===== config.mk =====
export PLATFORM = sky130hd
export DESIGN_NAME = mmio_uart_tx_flat
export DESIGN_NICKNAME = d
export VERILOG_FILES = /design/src/rtl/uart_pkg.sv /design/src/rtl/mmio_uart_tx_if.sv /design/src/rtl/sync_fifo.sv /design/src/rtl/mmio_uart_tx.sv /design/src/flat_wrapper.sv
export SDC_FILE = /design/constraint.sdc
export NUM_CORES = 1
export LEC_CHECK = 0
export BUFFER_PORTS_ARGS = -buffer_cell sky130_fd_sc_hd__buf_2
export CORE_UTILIZATION = 55
export CTS_CLUSTER_SIZE = 14
export DETAILED_ROUTE_END_ITERATION = 10
export GPL_TIMING_DRIVEN = 0
export PLACE_DENSITY = 0.86
export RECOVER_POWER = 100
export SYNTH_ARGS = -nofsm -noshare
export SYNTH_HDL_FRONTEND = slang
export SYNTH_SLANG_ARGS = --single-unit

===== constraint.sdc =====
create_clock -name clk -period 3.4 [get_ports clk]
set_input_delay 0.34 -clock clk [delete_from_list [all_inputs] [get_ports clk]]
set_output_delay 0.34 -clock clk [all_outputs]
set_load 0.01 [all_outputs]

===== src/rtl/uart_pkg.sv =====
// uart_pkg: register offsets, STATUS bit positions, tx FSM states and funct3 width codes
package uart_pkg;
  localparam logic [1:0] TXDATA_OFF = 2'd0;
  localparam logic [1:0] STATUS_OFF = 2'd1;
  localparam int ST_FULL = 0;
  localparam int ST_EMPTY = 1;
  localparam int ST_BUSY = 2;
  localparam int ST_OVF = 3;
  localparam int ST_PAR = 4;
  localparam int ST_CNT = 8;
  localparam logic [2:0] F3_B = 3'b000;
  localparam logic [2:0] F3_H = 3'b001;
  localparam logic [2:0] F3_W = 3'b010;
  localparam logic [2:0] F3_BU = 3'b100;
  localparam logic [2:0] F3_HU = 3'b101;
`ifdef UART_TX_PARITY_EN
  typedef enum logic [2:0] {IDLE, START, DATA, PARITY, STOP} tx_state_e;
`else
  typedef enum logic [2:0] {IDLE, START, DATA, STOP} tx_state_e;
`endif
endpackage


===== src/rtl/mmio_uart_tx_if.sv =====
// mmio_uart_tx_if: core data-memory port (addr/mode/wen/data_i from core, data_o/hit back)
interface mmio_uart_tx_if;
  logic [31:0] addr;
  logic [2:0] mode;
  logic wen;
  logic [31:0] data_i;
  logic [31:0] data_o;
  logic hit;
  modport master (output addr, mode, wen, data_i, input data_o, hit);
  modport slave (input addr, mode, wen, data_i, output data_o, hit);
endinterface


===== src/rtl/sync_fifo.sv =====
// sync_fifo: show-ahead synchronous FIFO; push accepted when not full or when popping
// ports: clk, rst (sync, active high), push/din, pop/dout, full, empty, push_ok, count
module sync_fifo #(
  parameter int WIDTH = 8,
  parameter int DEPTH = 8
) (
  input  logic                     clk,
  input  logic                     rst,
  input  logic                     push,
  input  logic                     pop,
  input  logic [WIDTH-1:0]         din,
  output logic [WIDTH-1:0]         dout,
  output logic                     full,
  output logic                     empty,
  output logic                     push_ok,
  output logic [$clog2(DEPTH):0]   count
);
  localparam int AW = $clog2(DEPTH);
  logic [WIDTH-1:0] mem_q [DEPTH];
  logic [WIDTH-1:0] mem_d [DEPTH];
  logic [AW-1:0] rd_q, rd_d, wr_q, wr_d;
  logic [AW:0] cnt_q, cnt_d;
  logic do_pop;
  assign full = cnt_q == (AW+1)'(DEPTH);
  assign empty = cnt_q == '0;
  assign dout = mem_q[rd_q];
  assign count = cnt_q;
  always_comb begin
    do_pop = pop & ~empty;
    push_ok = push & (~full | do_pop);
    mem_d = mem_q;
    if (push_ok) mem_d[wr_q] = din;
    rd_d = rd_q + AW'(do_pop);
    wr_d = wr_q + AW'(push_ok);
    cnt_d = cnt_q + (AW+1)'(push_ok) - (AW+1)'(do_pop);
  end
  always_ff @(posedge clk) begin
    mem_q <= mem_d;
    if (rst) begin
      rd_q <= '0;
      wr_q <= '0;
      cnt_q <= '0;
    end else begin
      rd_q <= rd_d;
      wr_q <= wr_d;
      cnt_q <= cnt_d;
    end
  end
endmodule


===== src/rtl/mmio_uart_tx.sv =====
// mmio_uart_tx: memory-mapped FIFO-buffered 8N1 UART transmitter (8E1 with UART_TX_PARITY_EN)
// ports: clk, rst (sync, active high), bus (data-memory port, slave), tx (serial, idle high),
//        irq (FIFO empty and transmitter idle)
module mmio_uart_tx
  import uart_pkg::*;
#(
  parameter logic [31:0] BASE_ADDR = 32'h0001_0000,
  parameter int CLK_DIV = 868,
  parameter int FIFO_DEPTH = 8
) (
  input  logic          clk,
  input  logic          rst,
  mmio_uart_tx_if.slave bus,
  output logic          tx,
  output logic          irq
);
  localparam int CW = $clog2(FIFO_DEPTH) + 1;
  localparam logic [15:0] BAUD_MAX = 16'(CLK_DIV - 1);
`ifdef UART_TX_PARITY_EN
  localparam tx_state_e AFTER_DATA = PARITY;
  localparam logic PAR_FLAG = 1'b1;
  logic par_q, par_d;
`else
  localparam tx_state_e AFTER_DATA = STOP;
  localparam logic PAR_FLAG = 1'b0;
`endif
  tx_state_e state_q, state_d;
  logic [15:0] baud_q, baud_d;
  logic [2:0] bit_q, bit_d;
  logic [7:0] shift_q, shift_d;
  logic tx_q, tx_d, irq_q, irq_d, ovf_q, ovf_d;
  logic wr, push, pop, push_ok, full, empty, tick, unused;
  logic [7:0] fifo_dout;
  logic [CW-1:0] count;
  logic [31:0] status, rdata;
  logic [15:0] lane;
  sync_fifo #(.WIDTH(8), .DEPTH(FIFO_DEPTH)) u_fifo (
    .clk(clk), .rst(rst), .push(push), .pop(pop), .din(bus.data_i[7:0]),
    .dout(fifo_dout), .full(full), .empty(empty), .push_ok(push_ok), .count(count)
  );
  assign unused = &{1'b0, bus.data_i[31:8]};
  assign bus.hit = bus.addr[31:4] == BASE_ADDR[31:4];
  assign wr = bus.hit & bus.wen;
  assign push = wr & (bus.addr[3:2] == TXDATA_OFF);
  assign tick = baud_q == '0;
  assign tx = tx_q;
  assign irq = irq_q;
  always_comb begin
    status = '0;
    status[ST_FULL] = full;
    status[ST_EMPTY] = empty;
    status[ST_BUSY] = state_q != IDLE;
    status[ST_OVF] = ovf_q;
    status[ST_PAR] = PAR_FLAG;
    status[ST_CNT +: 8] = 8'(count);
  end
  assign rdata = bus.addr[3:2] == STATUS_OFF ? status : '0;
  assign lane = 16'(rdata >> {bus.addr[1:0], 3'b000});
  assign bus.data_o = !bus.hit ? '0 :
    bus.mode == F3_B ? {{24{lane[7]}}, lane[7:0]} :
    bus.mode == F3_BU ? {24'b0, lane[7:0]} :
    bus.mode == F3_H ? {{16{lane[15]}}, lane} :
    bus.mode == F3_HU ? {16'b0, lane} : rdata;
  always_comb begin
    ovf_d = ovf_q;
    if (wr && bus.addr[3:2] == STATUS_OFF && bus.data_i[ST_OVF]) ovf_d = 1'b0;
    if (push && !push_ok) ovf_d = 1'b1;
  end
  always_comb begin
    state_d = state_q;
    baud_d = state_q == IDLE ? baud_q : tick ? BAUD_MAX : baud_q - 16'd1;
    bit_d = bit_q;
    shift_d = shift_q;
    pop = 1'b0;
    case (state_q)
      IDLE: if (!empty) begin
        pop = 1'b1;
        shift_d = fifo_dout;
        baud_d = BAUD_MAX;
        bit_d = '0;
        state_d = START;
      end
      START: if (tick) state_d = DATA;
      DATA: if (tick) begin
        shift_d = shift_q >> 1;
        bit_d = bit_q + 3'd1;
        if (bit_q == 3'd7) state_d = AFTER_DATA;
      end
`ifdef UART_TX_PARITY_EN
      PARITY: if (tick) state_d = STOP;
`endif
      STOP: if (tick) state_d = IDLE;
      default: state_d = IDLE;
    endcase
    // line and irq are registered from the current state, so they trail it by one clock
    tx_d = state_q == START ? 1'b0 : state_q == DATA ? shift_q[0] : 1'b1;
    irq_d = state_q == IDLE && empty;
`ifdef UART_TX_PARITY_EN
    par_d = pop ? ^fifo_dout : par_q;
    if (state_q == PARITY) tx_d = par_q;
`endif
  end
  always_ff @(posedge clk) begin
    if (rst) begin
      state_q <= IDLE;
      baud_q <= '0;
      bit_q <= '0;
      shift_q <= '0;
      tx_q <= 1'b1;
      irq_q <= 1'b1;
      ovf_q <= 1'b0;
    end else begin
      state_q <= state_d;
      baud_q <= baud_d;
      bit_q <= bit_d;
      shift_q <= shift_d;
      tx_q <= tx_d;
      irq_q <= irq_d;
      ovf_q <= ovf_d;
    end
  end
`ifdef UART_TX_PARITY_EN
  always_ff @(posedge clk) begin
    if (rst) par_q <= 1'b0;
    else par_q <= par_d;
  end
`endif
endmodule


===== src/flat_wrapper.sv =====
// flat-port wrapper written by rule: the top's interface ports become plain ports
module mmio_uart_tx_flat import uart_pkg::*;
#(
  parameter logic [31:0] BASE_ADDR = 32'h0001_0000,
  parameter int CLK_DIV = 868,
  parameter int FIFO_DEPTH = 8
)
  (clk, rst, tx, irq, bus_addr, bus_mode, bus_wen, bus_data_i, bus_data_o, bus_hit);
  mmio_uart_tx_if bus_i ();
  input  logic clk;
  input  logic rst;
  output logic tx;
  output logic irq;
  input wire logic [$bits(bus_i.addr)-1:0] bus_addr;
  input wire logic [$bits(bus_i.mode)-1:0] bus_mode;
  input wire logic [$bits(bus_i.wen)-1:0] bus_wen;
  input wire logic [$bits(bus_i.data_i)-1:0] bus_data_i;
  output wire logic [$bits(bus_i.data_o)-1:0] bus_data_o;
  output wire logic [$bits(bus_i.hit)-1:0] bus_hit;
  assign bus_i.addr = bus_addr;
  assign bus_i.mode = bus_mode;
  assign bus_i.wen = bus_wen;
  assign bus_i.data_i = bus_data_i;
  assign bus_data_o = bus_i.data_o;
  assign bus_hit = bus_i.hit;
  mmio_uart_tx #(.BASE_ADDR(BASE_ADDR), .CLK_DIV(CLK_DIV), .FIFO_DEPTH(FIFO_DEPTH)) u_core (.clk(clk), .rst(rst), .bus(bus_i), .tx(tx), .irq(irq));
endmodule

======== After elaboration in Yosys (flattened, before gate mapping) ========
Index checks and enable logic that the tools add are counted.
word-level totals
  bits of input ports ..................... 70
  register bits ........................... 107
  logic and storage cells ................. 102
cells by class
  shift-type cells ........................ 1
  $add $sub $neg .......................... 6
  equal/unequal tests ..................... 15
  reduce and logical (&&, ||, !) cells .... 16
  bitwise gates (word level) .............. 9
  $lt $le $gt $ge ......................... 3
  muxes and demuxes ....................... 34
operators by type and width
  cell                   count
  $mux 32                5
  $bwmux 64              1
  $mux 16                4
  $mux 8                 5
  $shr 32x5->16          1
  $eq 28x13->1 const B   1
  $bmux 8 s3             1
  $demux 8 s3            1
  $mux 3                 7
  $logic_not 16->1       1
  $pmux 8 s2             1
  $sub 16x1->16 const B  1
  $mux 12                1
  $pmux 3 s4             1
  $eq 3x3->1 const B     3
  $ge 4x4->1 const B     2
  $ne 2x1->1 const B     4
  $not 3->4              2
  $add 3x1->3            2
  $eq 3x1->1 const B     2
  $eq 3x2->1 const B     2
  $logic_not 3->1        2
  $mux 1                 6
  $pmux 3 s2             1
  18 further kinds       27

======== Depth between registers and ports, before layout ========
Gate-level depths: netlist (run 1).
  depth after elaboration ................. 9
  depth in mapped cells ................... 14
  gate-level depth less buffers ........... 13

======== Hierarchy ========
A second synthesis (run 1) with hierarchy kept.
second synthesis, totals
  cell total of the unflattened synthesis .. 395
  area, all modules ....................... 5117.4 µm²
modules (own cells, without submodules)
  module        area each (µm²)  cells an instance  times used
  sync_fifo     3074.2           158                1
  mmio_uart_tx  2043.2           237                1

======== Worst setup path after synthesis (run 1) ========
No wires, ideal clock.
  kind .................................... reg2reg
  from .................................... register u_core.state_q[0]
  to ...................................... register u_core.u_fifo.cnt_q[2], in the netlist u_core.u_fifo.count[2]
  required time ........................... 3272 ps
  setup slack ............................. 904 ps
  data arrival time ....................... 2368 ps
  stages on the path, launching flop included .. 15
  cells stage by stage .................... dfxtp_1 inv_1 ha_1 buf_2 nand2b_1 a31o_2 nor4_2 inv_1 ha_1 inv_1 ha_1 inv_1 fa_1 xor2_1 nor2_1
on the way
  longest elaborated chain between the ends .. 7
ends and longest elaborated chain
  element                 RTL line             RTL
  from (decl)             mmio_uart_tx.sv:27   tx_state_e state_q, state_d;
  from (signal assigned)  mmio_uart_tx.sv:113  state_q <= state_d;
  $logic_not 3->1 *       mmio_uart_tx.sv:75   case (state_q)
  $mux 1 *                mmio_uart_tx.sv:75
  $and 1x1->1 *           sync_fifo.sv:29      do_pop = pop & ~empty;
  $or 1x1->1              sync_fifo.sv:30      push_ok = push & (~full | do_pop);
  $and 1x1->1             sync_fifo.sv:30
  $add 4x1->4             sync_fifo.sv:35      cnt_d = cnt_q + (AW+1)'(push_ok) - (AW+1)'(do_pop);
  $sub 4x1->4 *           sync_fifo.sv:35
  to (signal assigned)    sync_fifo.sv:46      cnt_q <= cnt_d;
  to (decl)               sync_fifo.sv:22      logic [AW:0] cnt_q, cnt_d;
Mark *: on every way between the ends. The rest lies on a longest branch, timed or not.
A chain may end at the register's enable or synchronous reset.

======== Final worst setup path (run 1) ========
  from .................................... register u_core.u_fifo.cnt_q[2], in the netlist u_core.u_fifo.count[2]
  to ...................................... register u_core.u_fifo.cnt_q[2], in the netlist u_core.u_fifo.count[2]
on the way
  longest elaborated chain between the ends .. 8
ends and longest elaborated chain
  element          RTL line            RTL
  $logic_not 4->1  sync_fifo.sv:25     assign empty = cnt_q == '0;
  $mux 1           mmio_uart_tx.sv:76  IDLE: if (!empty) begin
  $mux 1           mmio_uart_tx.sv:75
  $and 1x1->1      sync_fifo.sv:29
  $or 1x1->1       sync_fifo.sv:30
  $and 1x1->1      sync_fifo.sv:30
  $add 4x1->4      sync_fifo.sv:35
  $sub 4x1->4 *    sync_fifo.sv:35
Marked as above.

==> results of run 1 <==
-- logic make-up after synthesis --
family | count (synthesis)
AND/OR/NAND/NOR | 118
multiplexers | 26
XOR/XNOR | 4
flip-flops | 106
buffers and inverters | 53
adder cells (fa/ha/maj) | 19
AO/OA/AOI/OAI | 64
other | 1
-- area by class of cell --
type / instances / area, um^2
fillers: 631 / 3100
inverters: 15 / 56.3
clock buffers: 9 / 124
multi-input cells: 255 / 1990
plain buffers: 38 / 243
flip-flops and latches: 106 / 2760
well taps: 108 / 135
clock inverters: 7 / 97.6
repair buffers: 54 / 248
-- synth_stat cells (all sizes together), types with 3 or more instances --
master,number
nand3,3
a21oi,13
buf,31
nor2b,6
mux4,16
nor4,10
nor3b,4
a221o,7
o21ai,6
clkbuf,7
or3,3
xnor2,3
nor3,16
a211o,3
nand2,14
nor2,41
mux2i,8
a22oi,3
inv,15
ha,18
a311oi,4
nand2b,10
dfxtp,42
a31oi,9
nand4,3
edfxtp,64
-- critical path, cell delays in order (launching register included) --
cell and delay [ns]:
dfxtp_1 0.32, inv_1 0.11, ha_1 0.19, nor3b_1 0.71
nor2_1 0.23, ha_1 0.35, inv_1 0.07, ha_1 0.16
inv_1 0.06, fa_1 0.37, xor2_1 0.14, nor2_1 0.05
-- path summary, 6_finish.rpt --
| kind | from | slack (ns) | to |
|---|---|---|---|
| worst min register to register | u_core.baud_q[0] | 0.49 | u_core.baud_q[0] |
| worst max-delay path | u_core.u_fifo.count[2] | 0.52 | u_core.u_fifo.count[2] |
| worst max register to register | u_core.u_fifo.count[2] | 0.52 | u_core.u_fifo.count[2] |
| worst min-delay path | bus_addr[2] | 0.19 | u_core.ovf_q |
-- sequential cells by signal (all words and copies together), names as in the netlist --
register	cells
u_core.u_fifo.count	4
u_core.u_fifo.rd_q	3
u_core.ovf_q	1
u_core.irq	1
u_core.baud_q	16
u_core.tx	1
u_core.state_q	2
u_core.u_fifo.wr_q	3
u_core.shift_q	8
u_core.u_fifo.mem_q	64
u_core.bit_q	3
-- power by group through the flow --
stage,Combinational (mW),Sequential (mW),Clock (mW)
2_1_floorplan,1.14,1.68,0
3_3_place_gp,1.38,1.70,0
3_5_place_dp,1.45,1.71,0
4_1_cts,1.47,1.68,0.840
5_1_grt,1.64,1.71,0.891
6_report,1.46,1.69,0.837
-- metal layers --
metal  routed length (um)  global-route usage (%)
met5                    0                       0
met4                  217                    9.07
met3                  613                    4.53
met2                 4970                    38.1
met1                 4090                    26.3
==> results.md, run 1 <==
* Initial DRC Count at 186
* Die X at between 90 and 100 um
* GRT Util Overall at 21.8%
* Power share of the combinational group at 36.6%
* CTS Hold Buffers Added at 0
* Layout cells sized above 1 at 23.8%
* Least-Margin Pin Slew at 0.895 ns
* Top cells by area, synth: edfxtp_1 (39%), dfxtp_1 (17%), mux4_2 (7.2%)
* Wire per inst at 16.7 um
* Final Power at 3.98 mW
* Final GP Congestion at 0.865
* CTS sink cnt at 106
* Fin crit share at 84.8%
* Setup violations, final at 0
* Sequential area share after synthesis at about 55%
* Critical Path RT at 3.65 ns
* Post-synth ARST share at 0%
* Simple-gate share of the synthesized area at 13.7%
* Via/cell ratio at roughly 5.8
* Peak Freq at 347 MHz
* Skew final at between 0.015 and 0.02 ns
* Die height at a little under 100 um
* Post-Place Worst Slack at approximately 0.084 ns
* Setup CP Type: reg -> reg
* Initial antenna violation count at 0
* Compound-Gate Fraction of Synth Area at 9.78%
* XOR/XNOR share of the synthesized area at 0.704%
* Count of cell types in the netlist at 62
* # IOs at 105
* YS warnings at 0
* DRT Wirelength at 9890 um
* CTS buffer count at 9
* Critical path fanouts, max at 7
* Run status: finished clean
* DR vias at about 3,500
* Most frequent cells in the layout: edfxtp_1 (64), dfxtp_1 (42), nor2_1 (41), buf_2 (41), clkbuf_1 (26)
* Final setup margin at 0.517 ns
* Min Hold Slack at 0.186 ns
* Placed cells at 576
* Final Critical Period at 2.88 ns
* DIE AREA at 9440 um^2
* DP HPWL at between 7000 and 8000 um
* Ant diodes at 0
* Clock transition at path regs at 0.10 ns
* Post-Syn Area per Cell at approximately 13 um^2
* Final hold vios at 0
* Post-synthesis register bit count at between 100 and 150
* Main synth FF type: edfxtp_1
* Fin util at 64.6%
* Slew HR at 40.0%
* Number of synthesized flops with an enable pin at 64
* Reg power frac at between 40% and 50%
* RSZ-0062 raised after global routing: no
* CP startpoint kind: flop
* WHS Path Cells at 2
* Multiplexer share of the synthesized area at 9.30%
* DRT Pass-1 Iters at 5
* Post-DP Area at 5470 um^2
* Clk pwr share at between 20% and 30%
* Pin count of the biggest net entering global routing at 22
* Synth area leader: edfxtp_1
* Sw frac at 36.8%
* Net Sw Power at 1.46 mW
* Pwr Density at 704 nW/um^2
* CTS Root Cell: clkbuf_8
* Peak supply drop at 0.472 mV
* Adder-Cell Fraction of Synth Area at a little under 5%
* Initial Utilization at a little under three fifths
* Pins Over Slew Limit at 0
* R2r worst-path depth at 11
* Cells after synthesis at ~390
* Clock latency on the worst-skew pair at 0.37 ns
* Buffers added on ports at 54
* First-pass GRT wire length at between 15,000 and 20,000 um
* Number of global-route vias before repair at 3,397
* Synth top area share at 38.6%
* Largest family of logic cells by synthesized area: simple AND/OR/NAND/NOR gates
* Non-Filler Instances at roughly 590
* Class of the worst hold path: in -> reg
* Synthesized cell area at 4980 um^2
* CP arrival at 3.13 ns
* Fin Setup TNS at 0 ns
* CP endpoint kind: flop
* Max clock buf depth at 2
* Routed Antenna Nets at 0
* Area grow syn2layout at 13.7%
* FP Rows at 34
* GRT overflow at 0
* Max-cap violations at 0
* Residual DRC count at 0
* Post-CTS setup buffers at 0
* Cell-internal power at 2.52 mW
* Layout Cell Area excl Fill at 5660 um^2
* H-tree depth at 3
* Final net count at 568
* Post-CTS Resized at 0
* Most common cell after layout, fill and taps aside: edfxtp_1
* P_leak at 2.12 nW
* CTS tree: built
* Core area at between 8000 and 9000 um^2
Power figures use the tool's default switching activity.
==> run 2, diff against run 1 <==
--- a/config.mk
+++ b/config.mk
@@ -5,6 +5,7 @@
 export SDC_FILE = /design/constraint.sdc
 export NUM_CORES = 1
 export LEC_CHECK = 0
+export ABC_AREA = 1
 export BUFFER_PORTS_ARGS = -buffer_cell sky130_fd_sc_hd__buf_2
 export CORE_UTILIZATION = 55
 export CTS_CLUSTER_SIZE = 14
==> constraint.sdc (replaced) <==
create_clock -name clk -period 2.7 [get_ports clk]
set_input_delay 0.27 -clock clk [delete_from_list [all_inputs] [get_ports clk]]
set_output_delay 0.27 -clock clk [all_outputs]
set_load 0.01 [all_outputs]
==> results.md, run 2 <==
* GRT overflow at 0 (unchanged)
* GRT Util Overall at 23.9% (+2.0 points)
* DP HPWL at 8260 um (+17%)
* Synthesized cell area at 5340 um^2 (+7.3%)
* Max clock buf depth at 2 (unchanged)
* Class of the worst hold path: in -> reg
* R2R Setup Slk at -0.02 ns (-0.53 ns)
* Largest family of logic cells by synthesized area: simple AND/OR/NAND/NOR gates
* Initial antenna violation count at 0 (unchanged)
* Cell-internal power at 3.16 mW (+25%)
* Largest regs: u_core.u_fifo.mem_q x64, u_core.baud_q x16, u_core.shift_q x8
* # IOs at 105 (unchanged)
* FP Rows at 35 (+2.9%)
* DRT Pass-1 Iters at 5 (unchanged)
* Power share of the combinational group at 44.2% (+7.6 points)
* CTS tree: built
* Number of synthesized flops with an enable pin at 64 (unchanged)
* Commonest cells post-synth: nand2_1 (148), nor2_1 (83), edfxtp_1 (64), nand3_1 (64), inv_1 (57)
* CTS sink cnt at 106 (unchanged)
* Adder-Cell Fraction of Synth Area at 4.59% (-0.34 points)
* Net Sw Power at 2.38 mW (+63%)
* Multiplexer share of the synthesized area at 0% (-9.3 points)
* Clk pwr share at 18.6% (-2.4 points)
* Worst path cell trace: inv_1, ha_1, nand2_4, nand2_2, inv_2, nor2_1, inv_1, nand4_4, nor3_1
* Fin util at 65.7% (+1.2 points)
* Synth area leader: edfxtp_1
* Core area at 9330 um^2 (+6.4%)
* Most frequent cells in the layout: nand2_1 (148), nor2_1 (83), nand3_1 (64), edfxtp_1 (64), inv_1 (57)
* Top reg by flops: u_core.u_fifo.mem_q
* Simple-gate share of the synthesized area at 26.5% (+13 points)
* Cells after synthesis at 624 (+60%)
* Buf+Inv Stages, Crit Path at 3 (unchanged)
* Post-synth ARST share at 0% (unchanged)
* Sw frac at 43.0% (+6.2 points)
* Max-cap violations at 0 (unchanged)
* Layout cells sized above 1 at 17.4% (-6.4 points)
* Final hold vios at 0 (unchanged)
* Clock transition at path regs at 0.13 ns (+0.03 ns)
* YS warnings at 0 (unchanged)
* Compound-Gate Fraction of Synth Area at 6.16% (-3.6 points)
* Layout Cell Area excl Fill at 6130 um^2 (+8.4%)
* CP arrival at 2.71 ns (-0.42 ns)
* Least-Margin Pin Slew at 1.28 ns (+0.386 ns)
* Critical path fanouts, max at 8 (+1)
* Reg power frac at 37.2% (-5.2 points)
* XOR/XNOR share of the synthesized area at 1.64% (+0.94 points)
* CTS buffer count at 9 (unchanged)
* Count of cell types in the netlist at 37 (-40%)
* Setup violations, final at 7 (+7)
* Slew HR at 14.0% (-26 points)
* CTS Root Cell: clkbuf_8
* Post-synthesis register bit count at 106 (unchanged)
* Post-Syn Area per Cell at 8.56 um^2 (-33%)
* Sequential area share after synthesis at 51.7% (-3.8 points)
* Initial DRC Count at 348 (+87%)
* DR vias at 4,386 (+27%)
* Main synth FF type: edfxtp_1
* DIE AREA at 10,100 um^2 (+7.2%)
* Peak supply drop at 0.456 mV (-3.3%)
* Final setup margin at -0.0177 ns (-0.534 ns)
* Run status: complete, but fails checks
* Final net count at 804 (+42%)
* Largest register FFs at 64 (unchanged)
* Final Critical Period at 2.72 ns (-0.166 ns)
* Crit-path most repeated cell: inv_1
* Synth top area share at 36.0% (-2.6 points)
* Critical Path RT at 2.69 ns (-0.96 ns)
* # fillers at 735 (+16%)
* Worst path top cell family by delay: simple AND/OR/NAND/NOR gates
* Skew final at 0.0210 ns (+0.00568 ns)
* Ant diodes at 0 (unchanged)
* P_leak at 2.65 nW (+25%)
* Final Power at 5.54 mW (+39%)
* Residual DRC count at 0 (unchanged)
* Die X at 101 um (+3.5%)
* Setup CP Type: reg -> reg
* Fin Setup TNS at -0.0732 ns (-0.0732 ns)
* Via/cell ratio at 5.17 (-11%)
* Routed Antenna Nets at 0 (unchanged)
* First-pass GRT wire length at 18,800 um (+17%)
* Largest stage delay, worst path at 1.02 ns (+0.31 ns)
* DRT Wirelength at 11,600 um (+17%)
* H-tree depth at 3 (unchanged)
* Non-Filler Instances at 849 (+43%)
* Number of global-route vias before repair at 4,190 (+23%)
* Violated checks: negative setup slack
* Pin count of the biggest net entering global routing at 24 (+9.1%)
* Die height at 101 um (+3.5%)
* Final GP Congestion at 0.915 (+5.8%)
* Initial Utilization at 57.3% (+0.47 points)
* Placed cells at 830 (+44%)
* Pwr Density at 904 nW/um^2 (+28%)
* Wire per inst at 13.7 um (-18%)
* CP endpoint kind: flop
* Fin crit share at 101% (+16 points)
* Clock latency on the worst-skew pair at 0.38 ns (about the same)
* Peak Freq at 368 MHz (+6.1%)
* Pins Over Slew Limit at 0 (unchanged)
* CP startpoint kind: flop
* Top cells by area, synth: edfxtp_1 (36%), dfxtp_1 (16%), nand2_1 (10%)
* RSZ-0062 raised after global routing: yes
* Area grow syn2layout at 14.8%
* Post-DP Area at 5860 um^2 (+7.1%)
* Buffers added on ports at 54 (unchanged)
* Most common cell after layout, fill and taps aside: nand2_1
* Cell with the most instances after synthesis: nand2_1
* Worst path slowest cell: nor3_1
-- run 2: cell count changes in the layout (fill, tap and decap cells not counted), sizes merged, moves of 8 or more --
| cell | previous run | this run |
|---|---|---|
| inv | 19 | 64 |
| a31oi | 9 | 0 |
| nor4 | 10 | 0 |
| nand2b | 10 | 0 |
| a21oi | 13 | 27 |
| mux2i | 8 | 0 |
| nand2 | 14 | 152 |
| buf | 66 | 81 |
| nand3 | 3 | 64 |
| mux4 | 16 | 0 |
| o21ai | 6 | 21 |
| nor2 | 41 | 89 |
-- run 2: tightest hold or removal path, cell delays in order --
cell and delay (ns):
buf_2 0.13, nand4_1 0.08, a21oi_1 0.06
-- run 2: layout make-up --
class | count | area, um^2 | share of cell area [%]
inverters | 60 | 228 | 3.71
well taps | 129 | 161 | 2.63
clock inverters | 7 | 96.3 | 1.57
repair buffers | 57 | 280 | 4.57
flip-flops and latches | 106 | 2760 | 45.1
plain buffers | 43 | 269 | 4.39
clock buffers | 9 | 124 | 2.02
multi-input cells | 438 | 2210 | 36.1
-- run 2: layer usage --
layer	up-vias	global-route usage (%)	routed length [um]
met5	-	0	0
met1	2039	28.2	4790
met4	0	8.03	170
met2	151	42.8	5920
met3	20	5.34	725
li1	2176	-	-
-- run 2: path summary, 6_finish.rpt --
check,from,endpoint,cells past startpoint
max,u_core.u_fifo.count[2],u_core.u_fifo.mem_q[18],9
min,bus_wen,u_core.ovf_q,3
max reg2reg,u_core.u_fifo.count[2],u_core.u_fifo.mem_q[18],9
min reg2reg,u_core.bit_q[1],u_core.bit_q[1],2
-- run 2: through the flow --
step | hold slack [ns] | setup slack, ns
floorplan | 0.369 | 0.307
CTS | 0.153 | -0.105
detailed placement | 0.456 | -0.246
global route | 0.218 | -0.190
finish | 0.216 | -0.0177
global placement | 0.455 | -0.164
-- run 2: cell families (layout without fill, tap and decap cells) --
logic type / after synthesis / count (layout)
simple gates: 328 / 328
flops: 106 / 106
buf+inv: 103 / 176
compound gates: 57 / 57
fa+ha+maj: 19 / 19
xor+xnor: 10 / 10
other cells: 1 / 24
-- run 2: repair_timing --
| item | in CTS | in global routing |
|---|---|---|
| setup buffers | 0 | 3 |
| hold buffers | 0 | 0 |
| gates resized for setup | 7 | 2 |
| pin swaps | 0 | 1 |
| setup endpoints to repair | 65 | 27 |
-- run 2: power by group through the flow --
stage,Clock [mW],Sequential (mW),Combinational (mW)
finish,1.03,2.06,2.45
global route,1.10,2.08,2.77
CTS,1.04,2.06,2.43
detailed placement,0,2.09,2.40
global placement,0,2.08,2.30
floorplan,0,2.06,1.87
==> run 3, diff against run 2 <==
--- a/config.mk
+++ b/config.mk
@@ -7,12 +7,15 @@
 export LEC_CHECK = 0
 export ABC_AREA = 1
 export BUFFER_PORTS_ARGS = -buffer_cell sky130_fd_sc_hd__buf_2
-export CORE_UTILIZATION = 55
+export CELL_PAD_IN_SITES_DETAIL_PLACEMENT = 1
+export CELL_PAD_IN_SITES_GLOBAL_PLACEMENT = 2
+export CORE_UTILIZATION = 33
 export CTS_CLUSTER_SIZE = 14
 export DETAILED_ROUTE_END_ITERATION = 10
 export GPL_TIMING_DRIVEN = 0
 export PLACE_DENSITY = 0.86
 export RECOVER_POWER = 100
+export SKIP_CTS_REPAIR_TIMING = 1
 export SYNTH_ARGS = -nofsm -noshare
 export SYNTH_HDL_FRONTEND = slang
 export SYNTH_SLANG_ARGS = --single-unit
==> results.md, run 3 (same netlist as run 2, synthesis figures left out) <==
* Run status: finished clean
* First-pass GRT wire length at 21,500 um (+14%)
* Final net count at 807 (+0.37%)
* Pins Over Slew Limit at 0 (unchanged)
* Peak Freq at 396 MHz (+7.7%)
* # IOs at 105 (unchanged)
* CP startpoint kind: flop
* Via/cell ratio at 4.64 (-10%)
* Max-cap violations at 0 (unchanged)
* Initial Utilization at 33.8% (-24 points)
* Post-DP Area at 5970 um^2 (+1.9%)
* Routed Antenna Nets at 0 (unchanged)
* Peak supply drop at 0.517 mV (+13%)
* Buffers added on ports at 54 (unchanged)
* Pin count of the biggest net entering global routing at 21 (-13%)
* Core area at 15,800 um^2 (+70%)
* DP HPWL at 9850 um (+19%)
* Final GP Congestion at 0.783 (-14%)
* DRT Pass-1 Iters at 4 (-1)
* Number of global-route vias before repair at 4,379 (+4.5%)
* Least-Margin Pin Slew at 0.840 ns (-0.441 ns)
* CTS tree: built
* Wire per inst at 14.2 um (+4.1%)
* Final Critical Period at 2.52 ns (-0.193 ns)
* CP endpoint kind: flop
* Pwr Density at 921 nW/um^2 (+1.9%)
* Class of the worst hold path: in -> reg
* Slew HR at 43.7% (+30 points)
* Max clock buf depth at 2 (unchanged)
* Largest register FFs at 64 (unchanged)
* DRT Wirelength at 13,400 um (+15%)
* Setup violations, final at 0 (-7)
* Placed cells at 917 (+10%)
* Final hold vios at 0 (unchanged)
* CTS Root Cell: clkbuf_16
* Most frequent cells in the layout: nand2_1 (147), nor2_1 (83), nand3_1 (64), edfxtp_1 (64), inv_1 (57)
* Multi-input gate area at 2230 um^2 (+0.79%)
* Critical Path RT at 2.69 ns (about the same)
* Non-Filler Instances at 939 (+11%)
* Initial DRC Count at 116 (-67%)
* CTS buffer count at 9 (unchanged)
* DIE AREA at 16,700 um^2 (+65%)
* Clock transition at path regs at 0.08 ns (-0.05 ns)
* Most common cell after layout, fill and taps aside: nand2_1
* Critical path fanouts, max at 8 (unchanged)
* CTS sink cnt at 106 (unchanged)
* Setup CP Type: reg -> reg
* Area grow syn2layout at 18.6%
* # fillers at 1,927 (+160%)
* DR vias at 4,359 (-0.62%)
* Clock latency on the worst-skew pair at 0.35 ns (-0.03 ns)
* FP Rows at 46 (+31%)
* Die X at 129 um (+29%)
* Die height at 129 um (+29%)
* H-tree depth at 3 (unchanged)
* Ant diodes at 0 (unchanged)
* P_leak at 2.68 nW (+0.95%)
* Layout cells sized above 1 at 16.3% (-1.0 points)
* GRT Util Overall at 16.7% (-7.2 points)
* Fin crit share at 93.5% (-7.2 points)
* Worst path slowest cell: nor3_2
* GRT overflow at 0 (unchanged)
* Initial antenna violation count at 0 (unchanged)
* Top reg by flops: u_core.u_fifo.mem_q
* Largest regs: u_core.u_fifo.mem_q x64, u_core.baud_q x16, u_core.shift_q x8
* Worst path cell trace: inv_1, ha_1, nand2_4, nand2_2, inv_4, nor2_1, inv_1, nand4_4, buf_4, buf_4, nor3_2
* CP arrival at 2.51 ns (-0.20 ns)
* Residual DRC count at 0 (unchanged)
* Largest stage delay, worst path at 0.51 ns (-0.51 ns)
* Skew final at 0.00773 ns (-0.0132 ns)
* Storage element area at 2760 um^2 (about the same)
* Layout Cell Area excl Fill at 6340 um^2 (+3.3%)
run 3: layout make-up:
type                       count  share of cell area, %
sequential                   106                   43.6
multi-input combinational    438                   35.2
clock buffer                  10                   3.61
tap                          216                   4.27
clock inverter                 6                  0.849
buffer                        43                   4.25
inverter                      60                   3.61
timing repair buffer          60                   4.62
run 3: path summary, 6_finish.rpt:
kind                           from                 endpoint  slack (ns)  cells past startpoint
max          u_core.u_fifo.count[3]  u_core.u_fifo.mem_q[56]        0.18                     11
min                         bus_wen             u_core.ovf_q        0.25                      3
max reg2reg  u_core.u_fifo.count[3]  u_core.u_fifo.mem_q[56]        0.18                     11
min reg2reg         u_core.bit_q[1]          u_core.bit_q[1]        0.47                      2
run 3: metal layers:
layer,track usage (%),vias up,share of wire [%]
li1,-,2189,-
met1,19.6,2100,43
met2,31.1,56,54
met3,2.89,14,2.5
met4,4.64,0,1.4
met5,0,-,0
run 3: stage by stage:
stage	TNS, ns	setup WS, ns	total power, mW	hold WS, ns	utilization (%)
6_report	0	0.176	5.84	0.252	40.0
5_1_grt	-0.00403	-0.00403	6.32	0.280	40.0
4_1_cts	-26.48	-0.529	5.92	0.190	39.5
3_5_place_dp	-25.80	-0.514	4.61	0.468	37.7
3_3_place_gp	-18.14	-0.358	4.50	0.453	37.7
2_1_floorplan	0	0.307	3.93	0.369	-
run 3: worst max-delay path: cells and delay by family, from the launching register on:
family | cells | cell delay, ns
fa+ha+maj | 1 | 0.21
buf+inv | 5 | 0.61
flops | 1 | 0.35
simple gates | 5 | 0.98
run 3: report_power, final:
group | internal (mW) | leakage, nW | total [mW] | switching [mW]
Clock | 0.649 | 0.142 | 1.28 | 0.634
Combinational | 0.864 | 1.61 | 2.49 | 1.63
Sequential | 1.90 | 0.921 | 2.06 | 0.159
Total | 3.42 | 2.68 | 5.84 | 2.42
